## src/rtl/ga_flow_ctrl.sv

```systemverilog
// Top-level GA run sequencer: init-pop, then alternating fitness evaluation and breeding
// for the configured number of generations, with phase completion tracked by push counts.
module ga_flow_ctrl #(
  parameter int unsigned P_MAX   = 1024,
  parameter int unsigned G_MAX   = 1024,
  parameter int unsigned P_MAX_W = $clog2(P_MAX + 1),
  parameter int unsigned G_MAX_W = $clog2(G_MAX + 1)
) (
  input  logic               clk,
  input  logic               rstn,
  input  logic               sw_rst,
  input  logic [P_MAX_W-1:0] cnfg_p,
  input  logic [G_MAX_W-1:0] cnfg_g,
  input  logic               start_pls,
  input  logic               init_push,
  input  logic               eval_done_pls,
  input  logic               breed_push,
  output logic               init_start_pls,
  output logic               eval_start_pls,
  output logic               breed_start_pls,
  output logic               busy,
  output logic [G_MAX_W-1:0] gen_cnt,
  output logic               done_pls,
  output logic               cfg_err_pls,
  output logic               proto_err
);

  typedef enum logic [2:0] {StIdle, StInit, StEval, StBreed, StDone} state_e;

  localparam logic [P_MAX_W-1:0] PMax = P_MAX_W'(P_MAX);
  localparam logic [G_MAX_W-1:0] GMax = G_MAX_W'(G_MAX);

  state_e               state_q, state_d;
  logic [P_MAX_W-1:0]   p_q, p_d, cnt_q, cnt_d;
  logic [G_MAX_W-1:0]   g_q, g_d, gen_q, gen_d;
  logic                 init_st_q, init_st_d, eval_st_q, eval_st_d, breed_st_q, breed_st_d;
  logic                 busy_q, busy_d, done_q, done_d, cerr_q, cerr_d, perr_q, perr_d;
  logic                 cfg_ok, pop_last, gen_last, stray;

  assign cfg_ok   = (cnfg_p != '0) && (cnfg_p <= PMax) && (cnfg_g != '0) && (cnfg_g <= GMax);
  assign pop_last = (cnt_q == p_q - P_MAX_W'(1));
  assign gen_last = (gen_q == g_q - G_MAX_W'(1));
  assign stray    = (init_push && state_q != StInit) || (breed_push && state_q != StBreed) ||
                    (eval_done_pls && state_q != StEval);

  always_comb begin
    state_d    = state_q;
    p_d        = p_q;
    g_d        = g_q;
    cnt_d      = cnt_q;
    gen_d      = gen_q;
    perr_d     = perr_q;
    init_st_d  = 1'b0;
    eval_st_d  = 1'b0;
    breed_st_d = 1'b0;
    done_d     = 1'b0;
    cerr_d     = 1'b0;

    case (state_q)
      StIdle: begin
        if (start_pls) begin
          if (cfg_ok) begin
            p_d       = cnfg_p;
            g_d       = cnfg_g;
            cnt_d     = '0;
            gen_d     = '0;
            perr_d    = 1'b0;
            state_d   = StInit;
            init_st_d = 1'b1;
          end else begin
            cerr_d = 1'b1;
          end
        end
      end
      StInit: begin
        if (init_push) begin
          if (pop_last) begin
            cnt_d     = '0;
            state_d   = StEval;
            eval_st_d = 1'b1;
          end else begin
            cnt_d = cnt_q + P_MAX_W'(1);
          end
        end
      end
      StEval: begin
        if (eval_done_pls) begin
          if (gen_last) begin
            state_d = StDone;
            done_d  = 1'b1;
          end else begin
            state_d    = StBreed;
            breed_st_d = 1'b1;
          end
        end
      end
      StBreed: begin
        if (breed_push) begin
          if (pop_last) begin
            cnt_d     = '0;
            gen_d     = gen_q + G_MAX_W'(1);
            state_d   = StEval;
            eval_st_d = 1'b1;
          end else begin
            cnt_d = cnt_q + P_MAX_W'(1);
          end
        end
      end
      StDone:  state_d = StIdle;
      default: state_d = StIdle;
    endcase

    // A stray event in the same cycle as an accepted start still flags.
    if (stray) perr_d = 1'b1;
    busy_d = (state_d != StIdle);

    if (sw_rst) begin
      state_d    = StIdle;
      p_d        = '0;
      g_d        = '0;
      cnt_d      = '0;
      gen_d      = '0;
      perr_d     = 1'b0;
      busy_d     = 1'b0;
      init_st_d  = 1'b0;
      eval_st_d  = 1'b0;
      breed_st_d = 1'b0;
      done_d     = 1'b0;
      cerr_d     = 1'b0;
    end
  end

  always_ff @(posedge clk or negedge rstn) begin
    if (!rstn) begin
      state_q    <= StIdle;
      p_q        <= '0;
      g_q        <= '0;
      cnt_q      <= '0;
      gen_q      <= '0;
      perr_q     <= 1'b0;
      busy_q     <= 1'b0;
      init_st_q  <= 1'b0;
      eval_st_q  <= 1'b0;
      breed_st_q <= 1'b0;
      done_q     <= 1'b0;
      cerr_q     <= 1'b0;
    end else begin
      state_q    <= state_d;
      p_q        <= p_d;
      g_q        <= g_d;
      cnt_q      <= cnt_d;
      gen_q      <= gen_d;
      perr_q     <= perr_d;
      busy_q     <= busy_d;
      init_st_q  <= init_st_d;
      eval_st_q  <= eval_st_d;
      breed_st_q <= breed_st_d;
      done_q     <= done_d;
      cerr_q     <= cerr_d;
    end
  end

  assign init_start_pls  = init_st_q;
  assign eval_start_pls  = eval_st_q;
  assign breed_start_pls = breed_st_q;
  assign busy            = busy_q;
  assign gen_cnt         = gen_q;
  assign done_pls        = done_q;
  assign cfg_err_pls     = cerr_q;
  assign proto_err       = perr_q;

endmodule

```

## config.mk

```make
export PLATFORM = sky130hd
export DESIGN_NAME = ga_flow_ctrl
export DESIGN_NICKNAME = d
export VERILOG_FILES = /design/src/rtl/ga_flow_ctrl.sv
export SDC_FILE = /design/constraint.sdc
export NUM_CORES = 1
export LEC_CHECK = 0
export ABC_AREA = 1
export CORE_MARGIN = 2
export CORE_UTILIZATION = 56
export CTS_CLUSTER_SIZE = 16
export DETAILED_ROUTE_END_ITERATION = 8
export PLACE_DENSITY_LB_ADDON = 0.08
export SYNTH_ARGS = -nofsm -noshare
export SYNTH_HDL_FRONTEND = slang
export SYNTH_SLANG_ARGS = --single-unit
```

## constraint.sdc

```tcl
create_clock -name clk -period 2.75 [get_ports clk]
set_input_delay 0.55 -clock clk [delete_from_list [all_inputs] [get_ports clk]]
set_output_delay 0.55 -clock clk [all_outputs]
set_load 0.01 [all_outputs]
```

# [Word-level counts from Yosys, hierarchy flattened]
# Cells that the tools add are included.
[op_classes] n_mux=55 reduce_logical=24 add_sub_neg=4 n_lt_le_gt_ge=2 eq_ne=13
[op_table] operator="11-bit two-way mux" count=17
[op_table] operator="11-bit case mux with 3 select lines" count=1
[op_table] operator="1-bit two-way mux" count=26
[op_table] operator="3-bit two-way mux" count=8
[op_table] operator="11-bit by 1-bit adder with 11-bit output (second input constant)" count=2
[op_table] operator="11-bit equality test" count=2
[op_table] operator="11-bit <= comparator (second input constant)" count=2
[op_table] operator="11-bit case mux with 2 select lines" count=1
[op_table] operator="11-bit nonzero test" count=2
[op_table] operator="11-bit by 1-bit subtractor with 11-bit output (second input constant)" count=2
[op_table] operator="3-bit inequality test (second input constant)" count=5
[op_table] operator="3-bit nonzero test" count=5
[op_table] operator="3-bit case mux with 4 select lines" count=1
[op_table] operator="5-bit AND reduction" count=2
[op_table] operator="3-bit by 2-bit equality test with 1-bit output (second input constant)" count=2
[op_table] operator="1-bit logical AND" count=6
[op_table] operator="3-bit by 2-bit inequality test with 1-bit output (second input constant)" count=2
[op_table] operator="3-bit AND reduction" count=2
[op_table] operator="2-bit nonzero test" count=3
[op_table] operator="4-bit nonzero test" count=1
[op_table] operator="3-bit by 1-bit equality test with 1-bit output (second input constant)" count=1
[op_table] operator="3-bit logical NOT" count=1
[op_table] operator="3-bit by 1-bit inequality test with 1-bit output (second input constant)" count=1
[op_table] operator="1-bit logical OR" count=2
[op_table] operator="1-bit case mux with 2 select lines" count=1
[totals] inputBits=29 regBits=54 out_inout_bits=18

# [Depth between registers and ports, before layout]
[logic_depth] ltp_word=9 depth_mapped=16 mapped_depth_nobuf=16

# [Least setup slack after synthesis]
# OpenSTA, ideal clock, no wires.
[synth_timing] path_type="reg-to-reg" start="register p_q[0]" end="register gen_q[4] (netlist: gen_cnt[4])" path_buffers=1 period_less_slack_ns=1.904 t_required_ns=2.628 stages_incl_launch_ff=17 path_slack_ns=0.846 setup_ns=0.122 arrival_time_ns=1.782 path_cell_list="dfrtp_1 > inv_2 > ha_1 > inv_1 > nand2_1 > nand2_1 > nand2_1 > nand3_1 > nor2_2 > nand2_2 > nor2_4 > nand2_4 > nor2_8 > nand2_4 > nand2_8 > buf_12 > o21ai_2"
[synth_via] elab_chain_cells=4
[synth_rtl] item="from (decl)" line="34" text="logic [P_MAX_W-1:0] p_q, p_d, cnt_q, cnt_d;"
[synth_rtl] item="from (signal assigned)" line="149" text="p_q <= p_d;"
[synth_rtl] item="11-bit by 1-bit subtractor with 11-bit output" line="41" text="assign pop_last = (cnt_q == p_q - P_MAX_W'(1));"
[synth_rtl] item="11-bit equality test" line="41"
[synth_rtl] item="3-bit inequality test (no source line)"
[synth_rtl] item="5-bit AND reduction (no source line)"
[synth_rtl] item="to (signal assigned)" line="152" text="gen_q <= gen_d;"
[synth_rtl] item="to (decl)" line="35" text="logic [G_MAX_W-1:0] g_q, g_d, gen_q, gen_d;"
# Every way passes these cells.
# A chain may end at the register's enable or synchronous reset.

# [Worst setup path in the final report]
[layout_timing] start="input cnfg_g[0]" end="register gen_q[2] (netlist: gen_cnt[2])"
[layout_via] elab_chain_cells=5
[layout_rtl] item="from (decl)" line="13" text="input logic [G_MAX_W-1:0] cnfg_g,"
[layout_rtl] item="parallel branches: the longest is 2 deep, another holds 11-bit <= comparator"
[layout_rtl] item="1-bit logical AND *" line="40" text="assign cfg_ok = (cnfg_p != '0) && (cnfg_p <= PMax) && (cnfg_g != '0) && (cnfg_g <= GMax);"
[layout_rtl] item="3-bit inequality test (no source line) *"
[layout_rtl] item="5-bit AND reduction (no source line) *"
# Mark *: on every way between the ends.

==> flow_summary.yaml <==
final_layout:
  area_growth_pct: 17.4
  antenna_cells: 0
  drive_gt1_frac: 0.106
  fin_nets: 628
placed_design:
  hpwl_um: 7470
  gp_congestion: 0.884
  io_buffers: 46
global_routing:
  antenna_found_initial: 0
  grt_pass1_wl_um: 15800
  grt_pass1_vias: 3407
  track_usage: 0.270
  grt_max_degree: 37
  gr-total-overflow: 0
synth:
  ys_types: 37
  synth-async-reset-ratio: 1.00
  syn_area_per_cell_um2: 6.96
  synth_edf_count: 0
  syn_area_mm2: 0.00377
  ys_seq_elements: 54
  synth_area_leaders: "dfrtp_1 (36%), nand2_1 (14%), inv_1 (8.8%)"
  synth-seq-area-share: 0.358
  synth_top_area_share: 0.358
  yosys.area.top_type: "dfrtp_1"
  syn_nets: 575
  synth_ff_type: "dfrtp_1"
  yosysWarnings: 0
  synth_cells: 542
  yosys-top-cells-count: "nand2_1 (143), inv_1 (88), nor2_1 (55)"
  yosysMostFrequentCell: "nand2_1"
drt:
  first_pass_iters: 4
  met2_wirelength_um: 4550
  wl_met3_um: 546
  first_iter_violations: 237
  drt-vias-per-instance: 5.43
  highest_layer: "met4"
  ant_nets: 0
  routed_wl_um: 9410
  detail_route.wl_per_cell_um: 14.0
  drc: 0
  vias: 3653
  m1WireLength_um: 4170
power:
  pwr_density_cell_mw_per_mm2: 376
  p_leak_nw: 2.16
  peakVddDrop_mv: 0.225
sta:
  setup_violations: 0
  fin_crit_ns: 2.31
  hold_viol: 0
  clock_skew_ns: 0.0138
  fmax_mhz: 433
  finalSetupTns_ns: 0
  worst_pin_slew_ns: 0.858
  relSlewSlack: 0.428
  fin_crit_sh: 0.840
  whs_ns: 0.326
  rsz0062_at_grt: "no"
  final_max_slew_viol_count: 0
worst_hold_path:
  hold_class: "input pin to asynchronous set/reset pin"
die:
  coreArea_mm2: 0.00642
  io_pins: 47
  die_w_um: 86.1
  fp.dieH_um: 86.1
  initial_utilization: 0.587
  die_area_mm2: 0.00741
  rows: 29
critical_path:
  reg2reg_slack_ns: 0.52
  end_kind: "flip-flop"
  required_ns: 3.00
  rr_startpoint: "g_q[0]"
  worstPathMaxFanout: 19
  r2r-end: "busy"
  start_kind: "input pin"
  critical_path_class: "input pin to flip-flop"
  ff2ff_path_depth: 13
  cp_data_arrival_time_ns: 2.56
clocking:
  cts_hold_buf: 0
  post-cts-setup-buffers: 0
  cts_resized: 0
  cts_max_level: 2
  tritoncts: "done"
  cts_max_path_buffers: 2
  cts_buffers: 5
  cts.sinks: 54
  clockRootBuffer: "clkbuf_8"
  clk-insertion-delay-late_ns: 0.32
  clk_pin_slew_worst_paths_ns: 0.10
run_status:
  status: "finished, final reports clean"
job:
  maxCapViolCount: 0
[cell type report]
| type | count | area, um^2 |
|---|---|---|
| clock buffers | 6 | 82.6 |
| clock inverters | 2 | 16.3 |
| fillers | 566 | 2000 |
| inverters | 96 | 363 |
| multi-input cells | 385 | 2010 |
| flip-flops and latches | 54 | 1350 |
| well taps | 77 | 96.3 |
| repair buffers | 53 | 508 |
[layer usage]
metal / GRT usage / up-vias
met3: 0.0337 / 16
met5: 0 / -
met2: 0.457 / 126
met1: 0.367 / 1680
li1: - / 1831
met4: 0.0707 / 0
[flip-flops by register name (all words and copies together) (netlist names)]
register / count
proto_err: 1
p_q: 11
state_q: 3
eval_start_pls: 1
init_start_pls: 1
done_pls: 1
gen_cnt: 11
cnt_q: 11
breed_start_pls: 1
busy: 1
cfg_err_pls: 1
g_q: 11
[per-stage QoR]
step | utilization | power, mW | instances | cell area [um^2] | worst slack (ns)
final | 0.689 | 1.67 | 673 | 4430 | 0.440
after global routing | 0.689 | 1.75 | 673 | 4430 | 0.250
after CTS | 0.689 | 1.68 | 673 | 4430 | 0.443
after detailed placement | 0.674 | 1.19 | 665 | 4330 | 0.111
after global placement | 0.674 | 1.18 | 665 | 4330 | 0.146
after floorplan | - | 1.07 | 542 | 3770 | 0.846
[kinds of logic after synthesis]
kind of cell | synth area share
xor gates and xnor gates | 0.0461
DFF | 0.358
buffers and inverters | 0.109
AOI/OAI and AO/OA | 0.0985
adders and majority gates | 0.0133
and+or+nand+nor | 0.375
[worst max-delay path by stage]
stage	from	to	cells past startpoint
6_report	cnfg_g[0]	gen_cnt[2]	13
5_1_grt	g_q[0]	busy	13
4_1_cts	cnfg_g[0]	gen_cnt[2]	13
3_5_place_dp	cnfg_g[0]	gen_cnt[2]	13
3_3_place_gp	cnfg_g[0]	gen_cnt[0]	12
2_1_floorplan	p_q[0]	gen_cnt[4]	16
[critical path: stages]
cell             delay, ns
clkdlybuf4s50_1       0.42
nor2_1                0.15
nand4_1               0.09
nor2_1                0.13
xor2_1                0.21
nand2_1               0.12
nand2_1               0.14
nand2_1               0.09
nor2_2                0.22
nand2_4               0.10
nand2_8               0.16
nand2_1               0.10
o21ai_2               0.07
[layout by cell type (no fill, tap or decap), types with 4 or more instances in the layout]
master and count:
buf_4 7, nand4_1 13, o21ai_2 11, o22ai_1 11
dfrtp_1 54, nor2_2 7, o21ai_0 27, inv_2 7
nand2_2 6, clkbuf_8 6, ha_1 4, xor2_1 11
nor4_1 8, a21oi_1 7, clkdlybuf4s50_1 45, nand3_1 46
nor2_1 55, inv_1 88, nor3_1 12, nand2_1 143
nor2_4 5
[power breakdown]
| group | leakage [nW] | switching, mW | internal (mW) |
|---|---|---|---|
| Sequential | 0.746 | 0.0147 | 0.809 |
| Clock | 0.0478 | 0.283 | 0.208 |
| Combinational | 1.37 | 0.221 | 0.130 |
| Total | 2.16 | 0.519 | 1.15 |
(Power assumes the default switching activity.)
